<file path="src/rtl/rv_ctrl_pkg.sv">
// Shared encodings for the multicycle RV32I control unit: FSM states, opcodes,
// ALU operation codes and the datapath mux selects.
package rv_ctrl_pkg;

    // Sixteen codes so that every value of the 4-bit register has a name.
    typedef enum logic [3:0] {
        S_FETCH    = 4'd0,
        S_DECODE   = 4'd1,
        S_MEMADR   = 4'd2,
        S_MEMREAD  = 4'd3,
        S_MEMWB    = 4'd4,
        S_MEMWRITE = 4'd5,
        S_EXECUTER = 4'd6,
        S_EXECUTEI = 4'd7,
        S_ALUWB    = 4'd8,
        S_BEQ      = 4'd9,
        S_JAL      = 4'd10,
        S_RSVD11   = 4'd11,
        S_RSVD12   = 4'd12,
        S_RSVD13   = 4'd13,
        S_RSVD14   = 4'd14,
        S_RSVD15   = 4'd15
    } state_t;

    localparam logic [6:0] OP_LW  = 7'b0000011;
    localparam logic [6:0] OP_SW  = 7'b0100011;
    localparam logic [6:0] OP_R   = 7'b0110011;
    localparam logic [6:0] OP_I   = 7'b0010011;
    localparam logic [6:0] OP_BEQ = 7'b1100011;
    localparam logic [6:0] OP_JAL = 7'b1101111;

    localparam logic [1:0] ALUOP_ADD   = 2'b00;
    localparam logic [1:0] ALUOP_SUB   = 2'b01;
    localparam logic [1:0] ALUOP_FUNCT = 2'b10;

    localparam logic [2:0] ALU_ADD = 3'b000;
    localparam logic [2:0] ALU_SUB = 3'b001;
    localparam logic [2:0] ALU_AND = 3'b010;
    localparam logic [2:0] ALU_OR  = 3'b011;
    localparam logic [2:0] ALU_SLT = 3'b101;

    localparam logic [1:0] IMM_I = 2'b00;
    localparam logic [1:0] IMM_S = 2'b01;
    localparam logic [1:0] IMM_B = 2'b10;
    localparam logic [1:0] IMM_J = 2'b11;

    localparam logic [1:0] RES_ALUOUT    = 2'b00;
    localparam logic [1:0] RES_DATA      = 2'b01;
    localparam logic [1:0] RES_ALURESULT = 2'b10;

    localparam logic [1:0] SRCA_PC    = 2'b00;
    localparam logic [1:0] SRCA_OLDPC = 2'b01;
    localparam logic [1:0] SRCA_RS1   = 2'b10;

    localparam logic [1:0] SRCB_RS2  = 2'b00;
    localparam logic [1:0] SRCB_IMM  = 2'b01;
    localparam logic [1:0] SRCB_FOUR = 2'b10;

endpackage

</file>
<file path="src/rtl/multicycle_controller_alu_decoder.sv">
// ALU decoder: maps the FSM's ALUOp plus instruction funct fields to an ALU
// operation. Purely combinational.
module alu_decoder
    import rv_ctrl_pkg::*;
(
    input  logic [1:0] aluop,
    input  logic [2:0] funct3,
    input  logic       opb5,
    input  logic       funct7b5,
    output logic [2:0] alucontrol
);

    always_comb begin
        // NOTE: every always_comb output gets a default first, so no path
        // can leave it unassigned and infer a latch.
        alucontrol = ALU_ADD;
        case (aluop)
            ALUOP_ADD: alucontrol = ALU_ADD;
            ALUOP_SUB: alucontrol = ALU_SUB;
            ALUOP_FUNCT: begin
                case (funct3)
                    // Only R-type sets op[5]; addi with funct7b5=1 stays add.
                    3'b000:  alucontrol = (opb5 & funct7b5) ? ALU_SUB : ALU_ADD;
                    3'b010:  alucontrol = ALU_SLT;
                    3'b110:  alucontrol = ALU_OR;
                    3'b111:  alucontrol = ALU_AND;
                    default: alucontrol = ALU_ADD;
                endcase
            end
            default: alucontrol = ALU_ADD;
        endcase
    end

endmodule

</file>
<file path="src/rtl/multicycle_controller.sv">
// Control unit for the multicycle RV32I core: Moore main FSM sequencing the
// shared memory, IR, register file and PC, plus ALU and immediate decode.
module multicycle_controller
    import rv_ctrl_pkg::*;
(
    input  logic       clk,
    input  logic       rst,
    input  logic [6:0] op,
    input  logic [2:0] funct3,
    input  logic       funct7b5,
    input  logic       Zero,
    output logic       PCWrite,
    output logic       AdrSrc,
    output logic       MemWrite,
    output logic       IRWrite,
    output logic [1:0] ResultSrc,
    output logic [1:0] ALUSrcA,
    output logic [1:0] ALUSrcB,
    output logic [2:0] ALUControl,
    output logic [1:0] ImmSrc,
    output logic       RegWrite,
    output logic       Illegal
);

    state_t     state, state_next;
    logic [1:0] aluop;
    logic       pcupdate, branch;
    logic       memwrite_raw, irwrite_raw, regwrite_raw, illegal_raw;

    always_ff @(posedge clk) begin
        // NOTE: sequential state uses non-blocking assignment so every
        // register samples values from before the edge.
        if (rst) state <= S_FETCH;
        else     state <= state_next;
    end

    always_comb begin
        state_next   = S_FETCH;
        AdrSrc       = 1'b0;
        memwrite_raw = 1'b0;
        irwrite_raw  = 1'b0;
        regwrite_raw = 1'b0;
        illegal_raw  = 1'b0;
        pcupdate     = 1'b0;
        branch       = 1'b0;
        ResultSrc    = RES_ALUOUT;
        ALUSrcA      = SRCA_PC;
        ALUSrcB      = SRCB_RS2;
        aluop        = ALUOP_ADD;
        case (state)
            S_FETCH: begin
                irwrite_raw = 1'b1;
                pcupdate    = 1'b1;
                ALUSrcB     = SRCB_FOUR;
                ResultSrc   = RES_ALURESULT;
                state_next  = S_DECODE;
            end
            S_DECODE: begin
                ALUSrcA = SRCA_OLDPC;
                ALUSrcB = SRCB_IMM;
                case (op)
                    OP_LW, OP_SW: state_next = S_MEMADR;
                    OP_R:         state_next = S_EXECUTER;
                    OP_I:         state_next = S_EXECUTEI;
                    OP_BEQ:       state_next = S_BEQ;
                    OP_JAL:       state_next = S_JAL;
                    // PC was already advanced in FETCH, so this is a NOP.
                    default: begin
                        illegal_raw = 1'b1;
                        state_next  = S_FETCH;
                    end
                endcase
            end
            S_MEMADR: begin
                ALUSrcA    = SRCA_RS1;
                ALUSrcB    = SRCB_IMM;
                state_next = (op == OP_LW) ? S_MEMREAD : S_MEMWRITE;
            end
            S_MEMREAD: begin
                AdrSrc     = 1'b1;
                state_next = S_MEMWB;
            end
            S_MEMWB: begin
                ResultSrc    = RES_DATA;
                regwrite_raw = 1'b1;
            end
            S_MEMWRITE: begin
                AdrSrc       = 1'b1;
                memwrite_raw = 1'b1;
            end
            S_EXECUTER: begin
                ALUSrcA    = SRCA_RS1;
                aluop      = ALUOP_FUNCT;
                state_next = S_ALUWB;
            end
            S_EXECUTEI: begin
                ALUSrcA    = SRCA_RS1;
                ALUSrcB    = SRCB_IMM;
                aluop      = ALUOP_FUNCT;
                state_next = S_ALUWB;
            end
            S_ALUWB: regwrite_raw = 1'b1;
            S_BEQ: begin
                ALUSrcA = SRCA_RS1;
                aluop   = ALUOP_SUB;
                branch  = 1'b1;
            end
            S_JAL: begin
                ALUSrcA    = SRCA_OLDPC;
                ALUSrcB    = SRCB_FOUR;
                pcupdate   = 1'b1;
                state_next = S_ALUWB;
            end
            default: state_next = S_FETCH;
        endcase
    end

    always_comb begin
        ImmSrc = IMM_I;
        case (op)
            OP_SW:   ImmSrc = IMM_S;
            OP_BEQ:  ImmSrc = IMM_B;
            OP_JAL:  ImmSrc = IMM_J;
            default: ImmSrc = IMM_I;
        endcase
    end

    // Architectural enables are held off for the whole reset cycle.
    assign PCWrite  = ~rst & (pcupdate | (branch & Zero));
    assign MemWrite = ~rst & memwrite_raw;
    assign IRWrite  = ~rst & irwrite_raw;
    assign RegWrite = ~rst & regwrite_raw;
    assign Illegal  = ~rst & illegal_raw;

    alu_decoder u_alu_decoder (
        .aluop      (aluop),
        .funct3     (funct3),
        .opb5       (op[5]),
        .funct7b5   (funct7b5),
        .alucontrol (ALUControl)
    );

endmodule

</file>
<file path="config.mk">
export PLATFORM = sky130hd
export DESIGN_NAME = multicycle_controller
export DESIGN_NICKNAME = d
export VERILOG_FILES = /design/src/rtl/rv_ctrl_pkg.sv /design/src/rtl/multicycle_controller_alu_decoder.sv /design/src/rtl/multicycle_controller.sv
export SDC_FILE = /design/constraint.sdc
export NUM_CORES = 1
export LEC_CHECK = 0
export BUFFER_PORTS_ARGS = -buffer_cell sky130_fd_sc_hd__buf_2
export CAP_MARGIN = 20
export CORE_AREA = 2 2 39 41
export CTS_CLUSTER_SIZE = 20
export DETAILED_ROUTE_END_ITERATION = 12
export DIE_AREA = 0 0 41 43
export PLACE_DENSITY = 0.78
export SKIP_LAST_GASP = 1
export SYNTH_ARGS = -nofsm -noshare
export SYNTH_HDL_FRONTEND = slang
export SYNTH_HIERARCHICAL = 1
export SYNTH_SLANG_ARGS = --single-unit
</file>
<file path="constraint.sdc">
create_clock -name clk -period 4.3 [get_ports clk]
set_clock_uncertainty 0.15 [all_clocks]
set_input_delay 0.43 -clock clk [delete_from_list [all_inputs] [get_ports clk]]
set_output_delay 0.43 -clock clk [all_outputs]
set_load 0.005 [all_outputs]
</file>
==> metrics.md, run 1 <==
| Metric | Value |
|---|---|
| Crit path arrival time | `2.21 ns` |
| Post-CTS Setup Bufs | `0` |
| Synth top area share | `14.10%` |
| Fmax | `0.3585 GHz` |
| Setup TNS | `0 ns` |
| Final Net Count | `127` |
| TritonCTS clock tree | `done` |
| CP max stage cell | `dfxtp_1` |
| Post-CTS Resized | `0` |
| Minimum clock period | `2.789 ns` |
| Yosys top cell by area | `dfxtp_1` |
| Pwr Density | `170.5 nW/um^2` |
| Post-Route WL | `1479 um` |
| R2R Path End | `state[1]` |
| # fillers | `141` |
| RSZ-0062 raised after global routing | `no` |
| Clk root buf | `clkbuf_4` |
| Routed vias | `680` |
| Synth cell types | `36` |
| Synth top cells by count | `nor2_1, a21oi_1, inv_1, nand2_1` |
| Drt first pass iters | `4` |
| GRT overflow | `0` |
| I/O pins | `31` |
| Clock tree buffer depth | `2` |
| Port buffer count | `30` |
| Die X | `41 um` |
| Cells after Synth | `80` |
| Number of synthesized flops with an enable pin | `0` |
| Wirelength per Cell | `11.83 um` |
| Syn_area_per_cell | `7.101 sq um` |
| Area grow syn2layout | `29.30%` |
| Final Setup Violations | `0` |
| Pwr Total | `125.2 uW` |
| Yosys warning count | `6` |
| Clock slew at reported path FFs | `0.04 ns` |
| Hold path endpoint | `state[2]` |
| Clk sinks | `4` |
| Total GRT Usage | `19.60%` |
| Ranking of synthesized cells by area | `dfxtp_1, nor2_1, a21oi_1` |
| DR DRC count | `0` |
| Top Registers | `state x4` |
| Fin crit share | `64.86%` |
| Largest register FFs | `4` |
| Final Max Slew Viols | `0` |
| Critical Path Source Type | `flip-flop` |
| Critical-path maximum fanout | `14` |
| Kind of critical path | `reg2out` |
| Ant diodes | `0` |
| Total die area | `1763 sq um` |
| Vias in the first global route | `531` |
| ANT nets after route | `0` |
| Worst vdd ir | `0.0001121 V` |
| Routability congestion estimate | `0.8210` |
| CP cell instances | `nand2b_1 -> nor2_1 -> inv_1 -> ha_1 -> nor4b_1 -> buf_2` |
| WP data required | `3.72 ns` |
| Starting Density | `41.05%` |
| Netlist Area Pre-Place | `568.0 sq um` |
| Height of the die | `43 um` |
| Slew headroom | `67.57%` |
| CTS Buf Count | `3` |
| Async SR Flop Fraction | `0%` |
| Initial antenna violation count | `0` |
| Most common cell in the synthesized netlist | `nor2_1` |
| Largest net degree at the start of global routing | `15` |
| Synthesized flop and latch total | `4` |
| Slew @ Worst Pin | `0.4858 ns` |
| Critical register-to-register path startpoint | `state[0]` |
| Initial DRC count | `13` |
| Hold WS | `0.3275 ns` |
| Static leakage | `0.0003338 uW` |
| Count of hold-fix buffers inserted at cts | `0` |
| Site Rows | `14` |
| Core footprint | `1384 sq um` |
| Post-DP HPWL | `1156 um` |
| Worst skew pair latency | `0.25 ns` |
| Most used DFF post-synth | `dfxtp_1` |
| Final hold viol count | `0` |
| Global-route wire length before repair | `2283 um` |
| Share of cells above drive strength 1 | `37.61%` |
| Seq/Total Area, Yosys | `14.10%` |
| Hold Startpoint | `op[6]` |
| Most flop-heavy register | `state` |
| Max Cap Viol | `0` |
| Syn nets | `96` |
| Worst R2R Setup Slack | `2.77 ns` |
| Slowest stage delay, CP | `0.62 ns` |
| Worst hold path depth | `3` |
| HP Class | `in2reg` |
| H-tree depth | `1` |
| DR vias/cell | `5.440` |
| Outcome | `complete, no violations` |
| CP Capture Type | `output pin` |
| R2r worst-path depth | `4` |
-- routing by layer --
metal	vias up	track usage, %	share of wire (%)
li1	347	-	-
met1	298	25.81	42
met2	31	26.56	47
met3	4	1.571	7.0
met4	0	18.00	3.1
met5	-	0	0
-- where the power goes --
group          leakage (uW)  internal (uW)  total, uW  switching [uW]
Clock             0.0000138           31.4       50.2            18.7
Combinational      0.000287           16.3       33.6            17.3
Sequential        0.0000326           38.2       41.5            3.28
Total              0.000334           85.9        125            39.3
-- kinds of logic after synthesis --
group	synth area share (%)
xor gates and xnor gates	3.084
adders and majority gates	4.405
DFF	14.10
and+or+nand+nor	47.80
AOI/OAI and AO/OA	22.03
buffers and inverters	8.589
-- critical path: cells and delay by family (launching register included) --
| family | cells | cell delay (ns) |
|---|---|---|
| AND/OR/NAND/NOR | 3 | 0.78 |
| flip-flops | 1 | 0.62 |
| adder cells (fa/ha/maj) | 1 | 0.33 |
| buffers and inverters | 2 | 0.23 |
-- cell usage in the layout, fill, tap and decap left out, types with 2 or more instances in the layout --
cell      Yosys  routed
nand2_1       5       5
nor3_1        4       4
a21oi_1       6       6
nand3_1       4       4
nor2_1        9       9
inv_1         6       6
dfxtp_1       4       4
xnor2_1       2       2
o21a_1        2       2
nor4_1        3       3
ha_1          2       2
clkbuf_4      0       3
or3_1         2       2
nand2b_1      4       4
nor2b_1       3       3
buf_2         3      30
-- worst max path at each step --
| stage | end | start |
|---|---|---|
| 3_3_place_gp | ALUControl[2] | state[0] |
| 4_1_cts | ALUControl[2] | state[0] |
| 5_1_grt | ALUControl[2] | state[0] |
| 6_report | ALUControl[2] | state[0] |
| 2_1_floorplan | ALUControl[2] | state[2] |
| 3_5_place_dp | ALUControl[2] | state[0] |
-- stage by stage --
step           worst slack, ns  utilization [%]  instance area (sq um)  std cells
4_1_cts                  1.530            53.07                  734.5        125
3_3_place_gp             1.875            51.45                  711.9        122
5_1_grt                  1.355            53.07                  734.5        125
3_5_place_dp             1.807            51.45                  711.9        122
2_1_floorplan            2.255                -                  568.0         80
6_report                 1.511            53.07                  734.5        125
-- area by class of cell --
cell class	instances	area [sq um]	area share [%]
repair buffers	30	150.1	20.44
flip-flops and latches	4	80.08	10.90
well taps	16	20.02	2.726
clock buffers	3	22.52	3.066
multi-input cells	66	439.2	59.80
inverters	6	22.52	3.066
Note: power is estimated with default switching activity, not from simulation.
==> inputs of run 2 (changes only) <==
--- a/config.mk
+++ b/config.mk
@@ -7,11 +7,10 @@
 export LEC_CHECK = 0
 export BUFFER_PORTS_ARGS = -buffer_cell sky130_fd_sc_hd__buf_2
 export CAP_MARGIN = 20
-export CORE_AREA = 2 2 39 41
+export CORE_UTILIZATION = 43
 export CTS_CLUSTER_SIZE = 20
 export DETAILED_ROUTE_END_ITERATION = 12
-export DIE_AREA = 0 0 41 43
-export PLACE_DENSITY = 0.78
+export PLACE_DENSITY = 0.79
 export SKIP_LAST_GASP = 1
 export SYNTH_ARGS = -nofsm -noshare
 export SYNTH_HDL_FRONTEND = slang
==> constraint.sdc (replaced) <==
create_clock -name clk -period 2.76 [get_ports clk]
set_clock_uncertainty 0.15 [all_clocks]
set_input_delay 0.276 -clock clk [delete_from_list [all_inputs] [get_ports clk]]
set_output_delay 0.276 -clock clk [all_outputs]
set_load 0.005 [all_outputs]
==> run 2 against run 1 <==
Net effect:
- flip-flop and latch count unchanged
- cell count decreased by 0.80%
- total power increased by 52%
- combinational power increased by 71%
- worst hold slack got worse by 0.13 ns
- via count decreased by 0.88%
- setup slack got worse by 1.2 ns
- sequential share of layout area decreased by 0.074 points
==> metrics.md, run 2 (same netlist as run 1, synthesis figures left out) <==
| Metric | Value |
|---|---|
| Setup TNS | `0 ns (unchanged)` |
| CTS Buf Count | `3 (unchanged)` |
| HP Class | `in2reg` |
| Fmax | `0.4065 GHz` |
| Wirelength per Cell | `10.82 um (-8.5%)` |
| Post-Route WL | `1342 um (-9.3%)` |
| Largest register FFs | `4 (unchanged)` |
| Initial antenna violation count | `0 (unchanged)` |
| Final Net Count | `128 (+0.79%)` |
| Port buffer count | `30 (unchanged)` |
| Kind of critical path | `reg2out` |
| # fillers | `105 (-26%)` |
| GRT overflow | `0 (unchanged)` |
| Ant diodes | `0 (unchanged)` |
| Final Max Slew Viols | `0 (unchanged)` |
| WP data required | `2.33 ns (-1.39 ns)` |
| DR vias/cell | `5.435 (about the same)` |
| Share of cells above drive strength 1 | `38.18% (+0.57 points)` |
| Slew @ Worst Pin | `0.4217 ns (-0.06404 ns)` |
| Post-CTS Setup Bufs | `0 (unchanged)` |
| Fin crit share | `89.14%` |
| Count of hold-fix buffers inserted at cts | `0 (unchanged)` |
| Final Setup Violations | `0 (unchanged)` |
| Static leakage | `0.0003388 uW (+1.5%)` |
| ANT nets after route | `0 (unchanged)` |
| Post-DP HPWL | `1076 um (-7.0%)` |
| Height of the die | `38.35 um (-11%)` |
| CP Capture Type | `output pin` |
| Clk sinks | `4 (unchanged)` |
| Global-route wire length before repair | `2208 um (-3.3%)` |
| Routability congestion estimate | `0.8638 (+5.2%)` |
| Die X | `38.35 um (-6.5%)` |
| Clk root buf | `clkbuf_4` |
| CP cell instances | `nand2b_1 -> nor2_1 -> inv_1 -> ha_1 -> nor4b_1 -> buf_2` |
| Max Cap Viol | `0 (unchanged)` |
| Total die area | `1470 sq um (-17%)` |
| H-tree depth | `1 (unchanged)` |
| Critical Path Source Type | `flip-flop` |
| Top Registers | `state x4` |
| Critical-path maximum fanout | `14 (unchanged)` |
| Worst skew pair latency | `0.23 ns (-0.02 ns)` |
| Starting Density | `48.50% (+7.5 points)` |
| Core Util, Final | `63.14% (+10 points)` |
| Site Rows | `12 (-2)` |
| Outcome | `complete, no violations` |
| Core footprint | `1171 sq um (-15%)` |
| Drt first pass iters | `4 (unchanged)` |
| CP max stage cell | `dfxtp_1` |
| Post-CTS Resized | `0 (unchanged)` |
| Routed vias | `674 (-0.88%)` |
| Total GRT Usage | `20.94% (+1.3 points)` |
| Clock slew at reported path FFs | `0.04 ns (about the same)` |
| I/O pins | `31 (unchanged)` |
| Initial DRC count | `15 (+2)` |
| Area occupied by multi-input gates | `439.2 sq um (unchanged)` |
| Clock tree buffer depth | `2 (unchanged)` |
| Final hold viol count | `0 (unchanged)` |
| Most common cell after layout, fill and taps aside | `buf_2` |
| Pwr Density | `257.1 nW/um^2 (+51%)` |
| Vias in the first global route | `549 (+3.4%)` |
| Worst vdd ir | `0.0001561 V (+39%)` |
| Largest net degree at the start of global routing | `15 (unchanged)` |
| Slowest stage delay, CP | `0.43 ns (-0.19 ns)` |
| Reg area | `80.08 sq um (unchanged)` |
| RSZ-0062 raised after global routing | `no` |
| Crit path arrival time | `2.03 ns (-0.18 ns)` |
| Most flop-heavy register | `state` |
| TritonCTS clock tree | `done` |
| Area grow syn2layout | `30.18%` |
| Slew headroom | `71.85% (+4.3 points)` |
| Minimum clock period | `2.460 ns` |
| Commonest non-fill, non-tap cells in the layout | `buf_2, nor2_1, inv_1, a21oi_1, nand2_1` |
| DR DRC count | `0 (unchanged)` |
[run 2: changes by cell type in the layout (fill, tap and decap cells not counted)]
| cell | change |
|---|---|
| buf_4 | +1 |
[run 2: routing by layer]
| metal | track usage (%) | wire length (um) | up-vias |
|---|---|---|---|
| li1 | - | - | 350 |
| met3 | 5.233 | 62 | 0 |
| met1 | 28.22 | 642 | 305 |
| met4 | 6.897 | 0 | 0 |
| met2 | 32.20 | 637 | 19 |
| met5 | 0 | 0 | - |
[run 2: path summary, 6_finish.rpt]
kind,from,endpoint,slack (ns),cells after the start
max,state[1],ALUControl[2],0.30,6
min,op[6],state[2],0.19,3
max reg2reg,state[2],state[1],1.30,4
min reg2reg,state[0],state[1],0.49,2
[run 2: layout make-up]
type	instances	share of cell area (%)
Timing Repair Buffer	31	21.32
Multi-Input combinational cell	66	59.39
Inverter	6	3.046
Tap cell	14	2.369
Sequential cell	4	10.83
Clock buffer	3	3.046
[run 2: critical path: cells and delay by family, from the launching register on]
kind / cells / cell delay (ns)
buffers and inverters: 2 / 0.23
adder cells (fa/ha/maj): 1 / 0.33
flip-flops: 1 / 0.43
AND/OR/NAND/NOR: 3 / 0.81
[run 2: per-stage QoR]
step	cells	cell area [sq um]	worst slack, ns	power (uW)	hold WS, ns
2_1_floorplan	80	568.0	0.8690	92.74	0.2568
3_3_place_gp	121	716.9	0.6393	118.2	0.4378
3_5_place_dp	121	716.9	0.5373	118.7	0.4265
4_1_cts	124	739.5	0.2834	191.6	0.1880
5_1_grt	124	739.5	0.1522	203.2	0.2090
6_report	124	739.5	0.2998	190.1	0.1937
[run 2: where the power goes]
part	switching, uW	total [uW]	internal [uW]
Clock	23.4	72.0	48.6
Sequential	1.32	60.8	59.5
Combinational	30.6	57.3	26.8
==> inputs of run 3 (changes only) <==
--- a/config.mk
+++ b/config.mk
@@ -8,7 +8,6 @@
 export BUFFER_PORTS_ARGS = -buffer_cell sky130_fd_sc_hd__buf_2
 export CAP_MARGIN = 20
 export CORE_UTILIZATION = 43
-export CTS_CLUSTER_SIZE = 20
 export DETAILED_ROUTE_END_ITERATION = 12
 export PLACE_DENSITY = 0.79
 export SKIP_LAST_GASP = 1
==> constraint.sdc (replaced) <==
create_clock -name clk -period 2.4 [get_ports clk]
set_clock_uncertainty 0.15 [all_clocks]
set_input_delay 0.24 -clock clk [delete_from_list [all_inputs] [get_ports clk]]
set_output_delay 0.24 -clock clk [all_outputs]
set_load 0.005 [all_outputs]
==> run 3 against run 2 <==
Net effect:
- routed wire length is 15% higher
- setup slack worse by 0.16 ns
- sequential share of layout area is 0.34 points lower
- worst hold slack worse by 0.027 ns
- critical path type unchanged
- critical endpoint unchanged
- largest cell class unchanged
- largest power group unchanged
==> metrics.md, run 3 (same netlist as run 1, synthesis figures left out) <==
| Metric | Value |
|---|---|
| Total die area | `1470 sq um (unchanged)` |
| # fillers | `120 (+14%)` |
| Share of cells above drive strength 1 | `41.44% (+3.3 points)` |
| Site Rows | `12 (unchanged)` |
| DR vias/cell | `5.512 (+1.4%)` |
| Worst skew pair latency | `0.24 ns (about the same)` |
| Top Registers | `state x4` |
| Area after DPL | `724.4 sq um (+1.0%)` |
| Clk sinks | `4 (unchanged)` |
| Worst vdd ir | `0.0002272 V (+46%)` |
| Hold WS | `0.1664 ns (-0.02731 ns)` |
| Final setup margin | `0.1360 ns (-0.1638 ns)` |
| Routability congestion estimate | `0.8499 (-1.6%)` |
| Place WS | `0.2159 ns (-0.3214 ns)` |
| Met3 Use GR | `6.977% (+1.7 points)` |
| CP Capture Type | `output pin` |
| Minimum clock period | `2.264 ns` |
| Starting Density | `48.50% (unchanged)` |
| Final hold viol count | `0 (unchanged)` |
| Final Max Slew Viols | `0 (unchanged)` |
| Post-CTS Setup Bufs | `0 (unchanged)` |
| Area occupied by multi-input gates | `455.4 sq um (+3.7%)` |
| Port buffer count | `30 (unchanged)` |
| Met2 global-route usage | `42.80% (+11 points)` |
| H-tree depth | `1 (unchanged)` |
| I/O pins | `31 (unchanged)` |
| Height of the die | `38.35 um (unchanged)` |
| TritonCTS clock tree | `done` |
| RSZ-0062 raised after global routing | `no` |
| Global-route wire length before repair | `2539 um (+15%)` |
| DP Cell Count | `122 (+0.83%)` |
| Non-Filler Instances | `125 (+0.81%)` |
| Total GRT Usage | `24.10% (+3.2 points)` |
| Die X | `38.35 um (unchanged)` |
| Fmax | `0.4417 GHz` |
| Largest register FFs | `4 (unchanged)` |
| Slew @ Worst Pin | `0.3962 ns (-0.02552 ns)` |
| ANT nets after route | `0 (unchanged)` |
| Routed vias | `689 (+2.2%)` |
| Critical-path maximum fanout | `7 (-7)` |
| GR Util met1 | `30.34% (+2.1 points)` |
| Wirelength per Cell | `12.31 um (+14%)` |
| Drt first pass iters | `4 (unchanged)` |
| Crit path arrival time | `1.87 ns (-0.16 ns)` |
| Vias in the first global route | `610 (+11%)` |
| HP Class | `in2reg` |
| Final Setup Violations | `0 (unchanged)` |
| Most common cell after layout, fill and taps aside | `buf_2` |
| Area grow syn2layout | `34.36%` |
| Final Net Count | `129 (+0.78%)` |
| Clk root buf | `clkbuf_4` |
| Largest net degree at the start of global routing | `14 (-1)` |
| DR DRC count | `0 (unchanged)` |
| Clock tree buffer depth | `2 (unchanged)` |
| Clock slew at reported path FFs | `0.04 ns (about the same)` |
| Ant diodes | `0 (unchanged)` |
| Setup TNS | `0 ns (unchanged)` |
| Outcome | `complete, no violations` |
| Initial antenna violation count | `0 (unchanged)` |
| Kind of critical path | `reg2out` |
| Fin crit share | `94.33%` |
| Post-DP HPWL | `1212 um (+13%)` |
| Reg area | `80.08 sq um (unchanged)` |
| CTS Buf Count | `3 (unchanged)` |
| WP data required | `2.01 ns (-0.32 ns)` |
| Pwr Density | `297.2 nW/um^2 (+16%)` |
| Post-Layout Inst Area | `763.2 sq um (+3.2%)` |
| Slew headroom | `72.90% (+1.1 points)` |
| Max Cap Viol | `0 (unchanged)` |
| Most flop-heavy register | `state` |
| Core footprint | `1171 sq um (unchanged)` |
| Count of hold-fix buffers inserted at cts | `0 (unchanged)` |
| Critical Path Source Type | `flip-flop` |
| Post-Route WL | `1539 um (+15%)` |
| GRT overflow | `0 (unchanged)` |
| Static leakage | `0.0003450 uW (+1.8%)` |
| Busiest grt layer | `met2` |
| Commonest non-fill, non-tap cells in the layout | `buf_2, nor2_1, inv_1, a21oi_1, nand2_1` |
| Initial DRC count | `18 (+3)` |
-- run 3: through the flow --
| step | power, uW | util, % |
|---|---|---|
| 2_1_floorplan | 106.6 | - |
| 3_3_place_gp | 136.6 | 61.86 |
| 3_5_place_dp | 137.8 | 61.86 |
| 4_1_cts | 226.9 | 64.00 |
| 5_1_grt | 240.9 | 65.17 |
| 6_report | 226.9 | 65.17 |
-- run 3: repair_timing --
item,4_1_cts,5_1_grt
gates resized for setup,1,3
cloned,0,0
hold endpoints to repair,0,0
setup endpoints to repair,1,1
-- run 3: final timing paths --
kind	start	endpoint	slack (ns)	cells after the start
worst max register to register	state[2]	state[1]	0.97	4
worst min-delay path	op[6]	state[2]	0.17	3
worst max-delay path	state[1]	ALUControl[2]	0.14	6
worst min register to register	state[0]	state[1]	0.45	2
-- run 3: final cells by class --
class	count	area share [%]
Clock buffer	3	2.951
Sequential cell	4	10.49
Inverter	6	2.951
Tap cell	14	2.295
Multi-Input combinational cell	66	59.67
Timing Repair Buffer	32	21.64
-- run 3: power breakdown --
group | switching, uW | internal [uW] | total, uW | leakage, uW
Clock | 32.3 | 56.3 | 88.6 | 0.0000138
Combinational | 37.0 | 31.4 | 68.4 | 0.000299
Sequential | 1.50 | 68.4 | 69.9 | 0.0000326
-- run 3: critical path, cell delays in order (launching register included) --
cell and delay [ns]:
dfxtp_1 0.37, nand2b_2 0.27, nor2_4 0.16, inv_1 0.05, ha_1 0.34, nor4b_2 0.28
buf_2 0.16
-- run 3: routing by layer --
metal | routed length [um] | vias to the layer above
li1 | - | 353
met1 | 668 | 317
met2 | 806 | 19
met3 | 65 | 0
met4 | 0 | 0
met5 | 0 | -
